[src/rtl/hermes_pkg.sv]
// Shared types for the Hermes router input stage: flit type and the
// packet-framing state encoding.
package hermes_pkg;

    localparam int FLIT_WIDTH = 16;

    typedef logic [FLIT_WIDTH-1:0] flit_t;

    typedef enum logic [2:0] {
        S_IDLE = 3'd0,
        S_REQ  = 3'd1,
        S_HDR  = 3'd2,
        S_SIZE = 3'd3,
        S_PAY  = 3'd4
    } ib_state_t;

endpackage

[src/rtl/hermes_fifo.sv]
// Synchronous flit FIFO with registered occupancy count. Writes when full and
// reads when empty are dropped internally, so callers cannot corrupt state.
module hermes_fifo
    import hermes_pkg::*;
#(
    parameter int DEPTH = 4
) (
    input  logic                     clk_i,
    input  logic                     rst_ni,
    input  logic                     wr_i,
    input  flit_t                    wr_data_i,
    input  logic                     rd_i,
    output logic                     full_o,
    output logic                     empty_o,
    output flit_t                    head_o,
    output logic [$clog2(DEPTH):0]   count_o
);

    localparam int AW = $clog2(DEPTH);

    flit_t          mem_q [DEPTH];
    logic [AW-1:0]  wr_ptr_q;
    logic [AW-1:0]  rd_ptr_q;
    logic [AW:0]    count_q;
    logic [AW:0]    count_d;
    logic           wr_en;
    logic           rd_en;

    assign full_o  = (count_q == (AW+1)'(DEPTH));
    assign empty_o = (count_q == '0);
    assign head_o  = mem_q[rd_ptr_q];
    assign count_o = count_q;

    assign wr_en = wr_i && !full_o;
    assign rd_en = rd_i && !empty_o;

    always_comb begin
        count_d = count_q;
        case ({wr_en, rd_en})
            2'b10:   count_d = count_q + (AW+1)'(1);
            2'b01:   count_d = count_q - (AW+1)'(1);
            default: count_d = count_q;
        endcase
    end

    // Storage is cleared on reset so the head reads as zero while empty.
    always_ff @(posedge clk_i or negedge rst_ni) begin
        if (!rst_ni) begin
            for (int i = 0; i < DEPTH; i++) begin
                mem_q[i] <= '0;
            end
            wr_ptr_q <= '0;
            rd_ptr_q <= '0;
            count_q  <= '0;
        end else begin
            if (wr_en) begin
                mem_q[wr_ptr_q] <= wr_data_i;
                wr_ptr_q        <= wr_ptr_q + AW'(1);
            end
            if (rd_en) begin
                rd_ptr_q <= rd_ptr_q + AW'(1);
            end
            count_q <= count_d;
        end
    end

endmodule

[src/rtl/hermes_input_buffer.sv]
// Hermes per-port input stage: buffers flits under credit flow control, frames
// each packet (header, size, payload) and streams it once the route is granted.
module hermes_input_buffer
    import hermes_pkg::*;
#(
    parameter int DEPTH = 4
) (
    input  logic                     clock,
    input  logic                     reset,
    input  logic                     rx,
    input  flit_t                    data_in,
    output logic                     credit_o,
    output logic                     h,
    input  logic                     ack_h,
    output logic                     data_av,
    output flit_t                    data_out,
    input  logic                     data_ack,
    output logic                     sender,
    output ib_state_t                dbg_state_o,
    output logic [$clog2(DEPTH):0]   dbg_count_o
);

    // Handshake: a flit moves downstream on a rising edge where data_av and
    // data_ack are both high; upstream may write on any edge with credit_o high.

    ib_state_t  state_q;
    logic       h_q;
    logic       sender_q;
    flit_t      pay_cnt_q;
    logic       full;
    logic       empty;
    logic       pop;
    logic [$clog2(DEPTH):0] count;

    hermes_fifo #(
        .DEPTH (DEPTH)
    ) u_fifo (
        .clk_i     (clock),
        .rst_ni    (reset),
        .wr_i      (rx),
        .wr_data_i (data_in),
        .rd_i      (pop),
        .full_o    (full),
        .empty_o   (empty),
        .head_o    (data_out),
        .count_o   (count)
    );

    assign credit_o    = !full;
    assign data_av     = sender_q && !empty;
    assign pop         = data_av && data_ack;
    assign h           = h_q;
    assign sender      = sender_q;
    assign dbg_state_o = state_q;
    assign dbg_count_o = count;

    always_ff @(posedge clock or negedge reset) begin
        if (!reset) begin
            state_q   <= S_IDLE;
            h_q       <= 1'b0;
            sender_q  <= 1'b0;
            pay_cnt_q <= '0;
        end else begin
            case (state_q)
                S_IDLE: begin
                    if (!empty) begin
                        state_q <= S_REQ;
                        h_q     <= 1'b1;
                    end
                end
                S_REQ: begin
                    if (ack_h) begin
                        state_q  <= S_HDR;
                        h_q      <= 1'b0;
                        sender_q <= 1'b1;
                    end
                end
                S_HDR: begin
                    if (pop) begin
                        state_q <= S_SIZE;
                    end
                end
                S_SIZE: begin
                    // The size flit is the number of payload flits that follow.
                    if (pop) begin
                        pay_cnt_q <= data_out;
                        if (data_out == '0) begin
                            state_q  <= S_IDLE;
                            sender_q <= 1'b0;
                        end else begin
                            state_q <= S_PAY;
                        end
                    end
                end
                S_PAY: begin
                    if (pop) begin
                        pay_cnt_q <= pay_cnt_q - flit_t'(1);
                        if (pay_cnt_q == flit_t'(1)) begin
                            state_q  <= S_IDLE;
                            sender_q <= 1'b0;
                        end
                    end
                end
                default: begin
                    state_q  <= S_IDLE;
                    h_q      <= 1'b0;
                    sender_q <= 1'b0;
                end
            endcase
        end
    end

endmodule

[config.mk]
export PLATFORM = sky130hd
export DESIGN_NAME = hermes_input_buffer
export DESIGN_NICKNAME = d
export VERILOG_FILES = /design/src/rtl/hermes_pkg.sv /design/src/rtl/hermes_fifo.sv /design/src/rtl/hermes_input_buffer.sv
export SDC_FILE = /design/constraint.sdc
export NUM_CORES = 1
export LEC_CHECK = 0
export ABC_AREA = 1
export CAP_MARGIN = 20
export CORE_MARGIN = 2
export CORE_UTILIZATION = 35
export CTS_CLUSTER_SIZE = 12
export DETAILED_ROUTE_END_ITERATION = 10
export SETUP_SLACK_MARGIN = 0.02
export SYNTH_ARGS = -nofsm -noshare
export SYNTH_HDL_FRONTEND = slang
export SYNTH_SLANG_ARGS = --single-unit
[constraint.sdc]
create_clock -name clock -period 1.8 [get_ports clock]
set_input_delay 0.18 -clock clock [delete_from_list [all_inputs] [get_ports clock]]
set_output_delay 0.18 -clock clock [all_outputs]
set_load 0.03 [all_outputs]
Word-level counts from Yosys, hierarchy flattened
Cells that the tools add are included.
Word-level totals
  input port bits: 21
  register bits after elaboration: 92
  output and inout bits: 26
  logic and storage cells: 83
Operators by class
  add/subtract/negate cells: 5
  bitwise operators: 4
  muxes and demuxes: 27
  $lt $le $gt $ge: 3
  eq/ne operators: 15
  reduce and logical (&&, ||, !) cells: 18
Operators by type and width (count)
  $mux W16: 5
  $bwmux W64: 1
  $bmux W16 S2: 1
  $demux W16 S2: 1
  $pmux W16 S2: 1
  $mux W3: 7
  $eq A16 B1 Y1 const B: 1
  $logic_not A16 Y1: 1
  $sub A16 B1 Y16 const B: 1
  $pmux W3 S5: 1
  $reduce_and A6 Y1: 2
  $ne A2 B2 Y1 const B: 4
  $mux W1: 7
  $eq A3 B2 Y1 const B: 2
  $eq A3 B3 Y1 const B: 2
  $ge A3 B3 Y1 const B: 2
  $logic_not A3 Y1: 2
  $ne A2 B1 Y1 const B: 3
  $not A2 Y3: 2
  $pmux W3 S2: 1
  $reduce_and A3 Y1: 2
  $logic_and A1 B1 Y1: 5
  $add A2 B1 Y2 const B: 2
  $pmux W1 S4: 1
  12 further kinds: 15

Longest topological paths before layout
Gate-level depths: netlist of the first run.
  depth after elaboration: 8
  depth in mapped cells: 13
  mapped depth without buffers: 12

Modules after synthesis
From an unflattened synthesis of the first run, not the netlist that was laid out.
Unflattened totals
  cell total of the unflattened synthesis: 698
  area total of the unflattened synthesis: 5261.3 µm²
By module, submodules not included
  hermes_fifo: cells an instance 448, area each 3595.9 µm², instances 1
  hermes_input_buffer: cells an instance 250, area each 1665.3 µm², instances 1

Least setup slack after synthesis of the first run
No wires, ideal clock.
  path type: reg-to-reg
  start: register u_fifo.count_q[1], in the netlist u_fifo.count_o[1]
  end: register u_fifo.count_q[2], in the netlist u_fifo.count_o[2]
  cell stages (with the launch flop): 13
  clock period less this slack: 2.228 ns
  setup slack: -0.428 ns
  required time: 1.669 ns
  arrival time: 2.097 ns
  buffers on the path: 0
  path through: dfrtp_1 inv_1 nand3_2 inv_2 nor2_4 nand2_2 inv_2 ha_1 inv_1 fa_1 a21oi_1 o21ai_0 xor2_1
Between the ends
  word-level cells in the longest chain between the ends: 7
  elaborated cells between the ends (all ways): 14
  classes of those cells: add/sub: 2; eq/ne: 3; mux: 1; reduce/logical: 8
Ends and longest elaborated chain
  from (decl): RTL line hermes_fifo.sv:24  | logic [AW:0] count_q;
  from (signal assigned): RTL line hermes_fifo.sv:63  | count_q <= count_d;
  $logic_not A3 Y1 *: RTL line hermes_fifo.sv:30  | assign empty_o = (count_q == '0);
  $logic_not A1 Y1 *: RTL line hermes_input_buffer.sv:50  | assign data_av = sender_q && !empty;
  $logic_and A1 B1 Y1 *: RTL line hermes_input_buffer.sv:50
  via data_av: RTL line hermes_input_buffer.sv:15  | output logic data_av,
  $logic_and A1 B1 Y1 *: RTL line hermes_input_buffer.sv:51  | assign pop = data_av && data_ack;
  $logic_and A1 B1 Y1 *: RTL line hermes_fifo.sv:35  | assign rd_en = rd_i && !empty_o;
  via u_fifo.rd_en: RTL line hermes_fifo.sv:27  | logic rd_en;
  $eq A2 B1 Y1 / $eq A2 B2 Y1 (equally long branches): RTL line hermes_fifo.sv:39  | case ({wr_en, rd_en})
  $pmux W3 S2 / $reduce_bool A2 Y1 (equally long branches)
Mark *: on every way through the listed nets, which the timed path passes. The rest lies on a longest branch.
A chain may end at the register's enable or synchronous reset.

Worst setup path in the final report of the first run
  start: register u_fifo.rd_ptr_q[0]
  end: output port data_out[13]
Between the ends
  word-level cells in the longest chain between the ends: 4
Ends and longest elaborated chain
  from (decl): RTL line hermes_fifo.sv:23  | logic [AW-1:0] rd_ptr_q;
  from (signal assigned): RTL line hermes_fifo.sv:61  | rd_ptr_q <= rd_ptr_q + AW'(1);
  $not A2 Y3 (not written as such): RTL line hermes_fifo.sv:31  | assign head_o = mem_q[rd_ptr_q];
  $bmux W16 S2: RTL line hermes_fifo.sv:31
  $mux W16 (not written as such) (2 in series): RTL line hermes_fifo.sv:31
  to (decl): RTL line hermes_input_buffer.sv:16  | output flit_t data_out,
Every way passes these cells. The select of a mux whose other input is x is not followed.

==> run metrics, run 1 <==
CP Class reg -> out; Avg Cell Area, Syn 7.72 µm²; Syn Nets 640; post-route clock period utilization 100%; CTS clk-pin slew, worst paths 70 ps; Post-Layout Inst Area 0.00588 mm²; Pre-antenna DRT Iters 7; startpoint types register; Req. time, crit path 1620 ps; DRT iter0 DRCs 354; yosys warns 0; FMAX 554 MHz; most common cell after layout, fill and taps aside nand2_1; CP arrival 1630 ps; endpoints failing setup 1; first-pass GRT wire length 19.8 mm; slowest cell on the critical path dfrtp_2; clock root buffer clkbuf_16; Synth cell types 32; Core Region 0.0132 mm²; number of port buffers 46; clock buffer depth 2; Slew Limit Fails 0; CTS tree yes; Slew @ Worst Pin 514 ps; Mapped Cells 611; TritonCTS buffer count 9; CP Max Fanout 17; Worst Skew 4.50 ps; fin worst setup slack -5.60 ps; power per cell area 2060 mW/mm²; slowest stage delay, CP 480 ps; DRC 0; Area growth syn-to-layout 24.7%; pin count of the biggest net entering global routing 39; final hold vios 0; post-detail-place hpwl 8.13 mm; effective utilization at floorplan 35.8%; CTS sink count 92; WL final 11.8 mm; Crit. End Element primary output; most frequent cells in the layout nand2_1 (201), o21ai_0 (89), dfrtp_1 (88); row count 42; worst hold margin 346 ps; Tmin final 1810 ps; Peak VDD IR 791 µV; failing checks setup timing; Slew headroom 65.8%; Die Y 120 µm; Placed Area 0.00541 mm²; status finished, violations left; Ports 47; Final GP Congestion 0.814; number of global-route vias before repair 4063; Die W 120 µm; #FFs+latches synth 92; Skew-Pair Late Insertion Delay 340 ps; ant diodes 0; antenna viol nets, final 0; H-tree depth 3; Hold Path Class in -> async; via count 4143; setup total negative slack -5.60 ps; Layout Nets 701; register area share after synthesis 48.8%; routed length per instance 13.9 µm; CP cell instances buf_4 -> clkinv_8 -> nand2_1 -> nand3_1 -> nand2_1 -> inv_1 -> buf_4; RSZ-0062 raised after global routing yes; share of layout cells above drive strength 1 15.2%; MaxCap Viol Count 0; die area 0.0144 mm²; Via density 4.86; Congestion Overflow GR 0; overall routing resource usage 17.3%; cell area after synthesis 0.00472 mm²; initial antenna violation count 0; Lkg Pwr 2.91 nW
[metrics by stage]
step,util (%),setup slack [ps],std cells,total power [mW]
6_report,44.6,-5.60,853,12.1
3_5_place_dp,41.0,-10.3,830,9.65
3_3_place_gp,41.0,11.5,830,9.50
4_1_cts,43.8,2.72,848,11.9
2_1_floorplan,-,-249,611,7.70
5_1_grt,44.6,-65.8,853,13.0
[flip-flops by register name, summed over array words and instances, names as in the netlist]
register	cells
dbg_state_o	3
h	1
pay_cnt_q	16
sender	1
u_fifo.count_o	3
u_fifo.mem_q	64
u_fifo.rd_ptr_q	2
u_fifo.wr_ptr_q	2
[kinds of logic (layout without fill, tap and decap cells)]
group,count (synthesis),count (layout),synth area share [%]
AOI/OAI and AO/OA,121,121,13.3
xor gates and xnor gates,8,8,1.48
adders and majority gates,8,8,2.28
buffers and inverters,94,160,9.04
DFF,92,92,48.8
and+or+nand+nor,288,288,25.1
[Yosys cell counts, drive strengths merged]
cell type	count	area (µm²)
nand2	208	791
o21ai	98	494
dfrtp	92	2300
inv	65	246
nand3	41	210
nor2	34	150
buf	23	156
a21oi	13	65.1
ha	7	87.6
xor2	7	61.3
clkbuf	5	18.8
o22ai	4	25.0
a31oi	2	12.5
nand4	2	18.8
nor3	2	10.0
o211ai	2	15.0
o31ai	2	15.0
clkinv	1	5.00
fa	1	20.0
or2	1	6.26
xnor2	1	8.76
[metal layers]
layer  routed length [µm]  vias to the layer above  track usage [%]
li1                     -                     2068                -
met1                 5710                     1963             23.9
met2                 5530                       94             27.1
met3                  387                       18             2.61
met4                  214                        0             6.91
met5                    0                        -                0
[path summary, 6_finish.rpt]
kind	start	endpoint	slack, ps	depth (start not counted)
max	u_fifo.rd_ptr_q[0]	data_out[13]	-6	7
min	reset	pay_cnt_q[3]	350	2
max reg2reg	u_fifo.rd_ptr_q[0]	sender	40	12
min reg2reg	u_fifo.mem_q[53]	u_fifo.mem_q[53]	480	2
max in group asynchronous	reset	u_fifo.count_o[2]	860	3
min in group clock	data_in[3]	u_fifo.mem_q[19]	450	3
[cell type report]
cell class	instances	area (µm²)
Fill cell	1304	7310
Sequential cell	92	2310
Multi-Input combinational cell	425	2030
Timing Repair Buffer	77	699
Inverter	66	268
Clock buffer	10	229
Tap cell	176	220
Clock inverter	6	111
Timing Repair inverter	1	16.3
[repair_timing]
item / CTS / global route
cloned: 0 / 1
hold buffers: 1 / 0
gates resized for setup: 8 / 24
setup buffers: 1 / 4
endpoints found under the hold margin: 35 / 0
pin swaps: 1 / 5
setup endpoints to repair: 17 / 23
[power by group]
| part | internal, mW | total, mW | switching [mW] |
|---|---|---|---|
| combinational | 2.29 | 6.20 | 3.91 |
| clock | 1.36 | 2.19 | 0.832 |
| sequential | 3.04 | 3.70 | 0.659 |
[worst max-delay path: cells and delay by family (launching register included)]
kind | cells | cell delay (ps)
buf+inv | 4 | 540
flops | 1 | 480
simple gates | 3 | 260
(Power assumes the default switching activity.)
==> inputs of run 2 (changes only) <==
--- a/config.mk
+++ b/config.mk
@@ -9,6 +9,7 @@
 export CAP_MARGIN = 20
 export CORE_MARGIN = 2
 export CORE_UTILIZATION = 35
+export CTS_BUF_LIST = sky130_fd_sc_hd__clkbuf_8 sky130_fd_sc_hd__clkbuf_16
 export CTS_CLUSTER_SIZE = 12
 export DETAILED_ROUTE_END_ITERATION = 10
 export SETUP_SLACK_MARGIN = 0.02
==> run 2 against run 1 <==
  * The flow still finishes with violations (setup timing)
  * Utilization stayed put
  * Worst setup slack better by 1.1 ps
  * Largest cell class unchanged
  * Highest routed layer unchanged
  * Flip-flop and latch count is the same
  * Combinational power is essentially flat
  * First-iteration DRC count did not move
==> run metrics, run 2 (synthesis gave the netlist of run 1 again) <==
clock root buffer clkbuf_16; Fillers 1304; Skew-Pair Late Insertion Delay 340 ps; row count 42; Tmin final 1800 ps; post-route clock period utilization 100%; CP arrival 1620 ps; Area growth syn-to-layout 24.7%; power per cell area 2060 mW/mm²; CP Class reg -> out; overall routing resource usage 17.3%; Slew headroom 65.8%; RSZ-0062 raised after global routing yes; MaxCap Viol Count 0; die area 0.0144 mm²; number of global-route vias before repair 4063; effective utilization at floorplan 35.8%; register area 0.00231 mm²; via count 4134; DRT iter0 DRCs 354; Core Region 0.0132 mm²; Pre-antenna DRT Iters 5; endpoints failing setup 1; setup total negative slack -4.54 ps; Ports 47; reg2reg start u_fifo.rd_ptr_q[0]; DRC 0; first-pass GRT wire length 19.8 mm; Congestion Overflow GR 0; CTS sink count 92; antenna viol nets, final 0; startpoint types register; fin worst setup slack -4.54 ps; ant diodes 0; most frequent cells in the layout nand2_1 (201), o21ai_0 (89), dfrtp_1 (88); clock buffer depth 2; Die Y 120 µm; Via density 4.85; H-tree depth 3; CTS tree yes; Top Registers u_fifo.mem_q: 64 flops, pay_cnt_q: 16 flops; Lkg Pwr 2.92 nW; Slew @ Worst Pin 513 ps; CTS clk-pin slew, worst paths 70 ps; initial antenna violation count 0; FMAX 554 MHz; Worst Setup SP u_fifo.rd_ptr_q[0]; FF-to-FF path depth 12; pin count of the biggest net entering global routing 39; number of port buffers 46; failing checks setup timing; CP Max Fanout 17; Crit. End Element primary output; Hold Path Class in -> async; Layout Nets 701; Peak VDD IR 790 µV; TritonCTS buffer count 9; WL final 11.9 mm; most common cell after layout, fill and taps aside nand2_1; routed length per instance 13.9 µm; Slew Limit Fails 0; Largest Register u_fifo.mem_q; status finished, violations left; share of layout cells above drive strength 1 15.2%; Die W 120 µm; post-detail-place hpwl 8.13 mm; Total Power 12.1 mW; Worst Skew 4.50 ps; final hold vios 0; area occupied by multi-input gates 0.00203 mm²; Req. time, crit path 1620 ps; Final GP Congestion 0.814; Largest register FFs 64
-- run 2: changes by cell type in the layout (fill, tap and decap cells not counted) --
| cell | delta |
|---|---|
| inv_1 | +1 |
| clkbuf_1 | -1 |
-- run 2: worst max-delay path, cell delays in order, from the launching register on --
cell and delay (ps):
dfrtp_2 480, buf_4 180, clkinv_8 100, nand2_1 70, nand3_1 60, nand2_1 130, inv_1 90, buf_4 170
-- run 2: through the flow --
stage / std cells / hold WS (ps) / utilization [%] / cell area [µm²] / setup WS [ps]
after floorplan: 611 / -116 / - / 4740 / -249
after global placement: 830 / 179 / 41.0 / 5410 / 11.5
after detailed placement: 830 / 188 / 41.0 / 5410 / -10.3
after CTS: 848 / 378 / 43.8 / 5780 / 2.72
after global routing: 853 / 409 / 44.6 / 5880 / -65.8
final: 853 / 346 / 44.6 / 5880 / -4.54
-- run 2: final timing paths --
kind | endpoint | slack (ps)
min | pay_cnt_q[3] | 350
max | data_out[13] | -5
min reg2reg | u_fifo.mem_q[53] | 480
max reg2reg | sender | 40
max in group asynchronous | u_fifo.count_o[2] | 860
min in group clock | u_fifo.mem_q[19] | 450
-- run 2: where the power goes --
part	internal (mW)	switching (mW)	total [mW]
Sequential	3.04	0.659	3.70
Combinational	2.29	3.91	6.20
Clock	1.36	0.833	2.19
Total	6.69	5.40	12.1
-- run 2: timing repair --
item,in CTS,in global routing
endpoints found under the setup margin,17,23
pin swaps,1,5
gates cloned,0,1
hold buffers,1,0
buffers inserted,1,4
hold endpoints to repair,35,0
resized for setup,8,24
-- run 2: cell type report --
type	count	area share, %
Clock buffer	9	3.83
Clock inverter	7	1.96
Inverter	66	4.55
Multi-Input combinational cell	425	34.6
Sequential cell	92	39.2
Tap cell	176	3.74
Timing Repair Buffer	77	11.9
Timing Repair inverter	1	0.276
-- run 2: per-layer routing --
metal  global-route usage (%)  vias to the layer above  share of wire (%)
met4                     6.91                        0                1.8
li1                         -                     2068                  -
met1                     23.9                     1962                 48
met3                     2.61                       18                3.0
met5                        0                        -                  0
met2                     27.1                       86                 47
==> inputs of run 3 (changes only) <==
--- a/config.mk
+++ b/config.mk
@@ -6,7 +6,7 @@
 export NUM_CORES = 1
 export LEC_CHECK = 0
 export ABC_AREA = 1
-export CAP_MARGIN = 20
+export CAP_MARGIN = 15
 export CORE_MARGIN = 2
 export CORE_UTILIZATION = 35
 export CTS_BUF_LIST = sky130_fd_sc_hd__clkbuf_8 sky130_fd_sc_hd__clkbuf_16
==> results of run 3 <==
Final layout, timing and power as in run 2 (identical DEF).
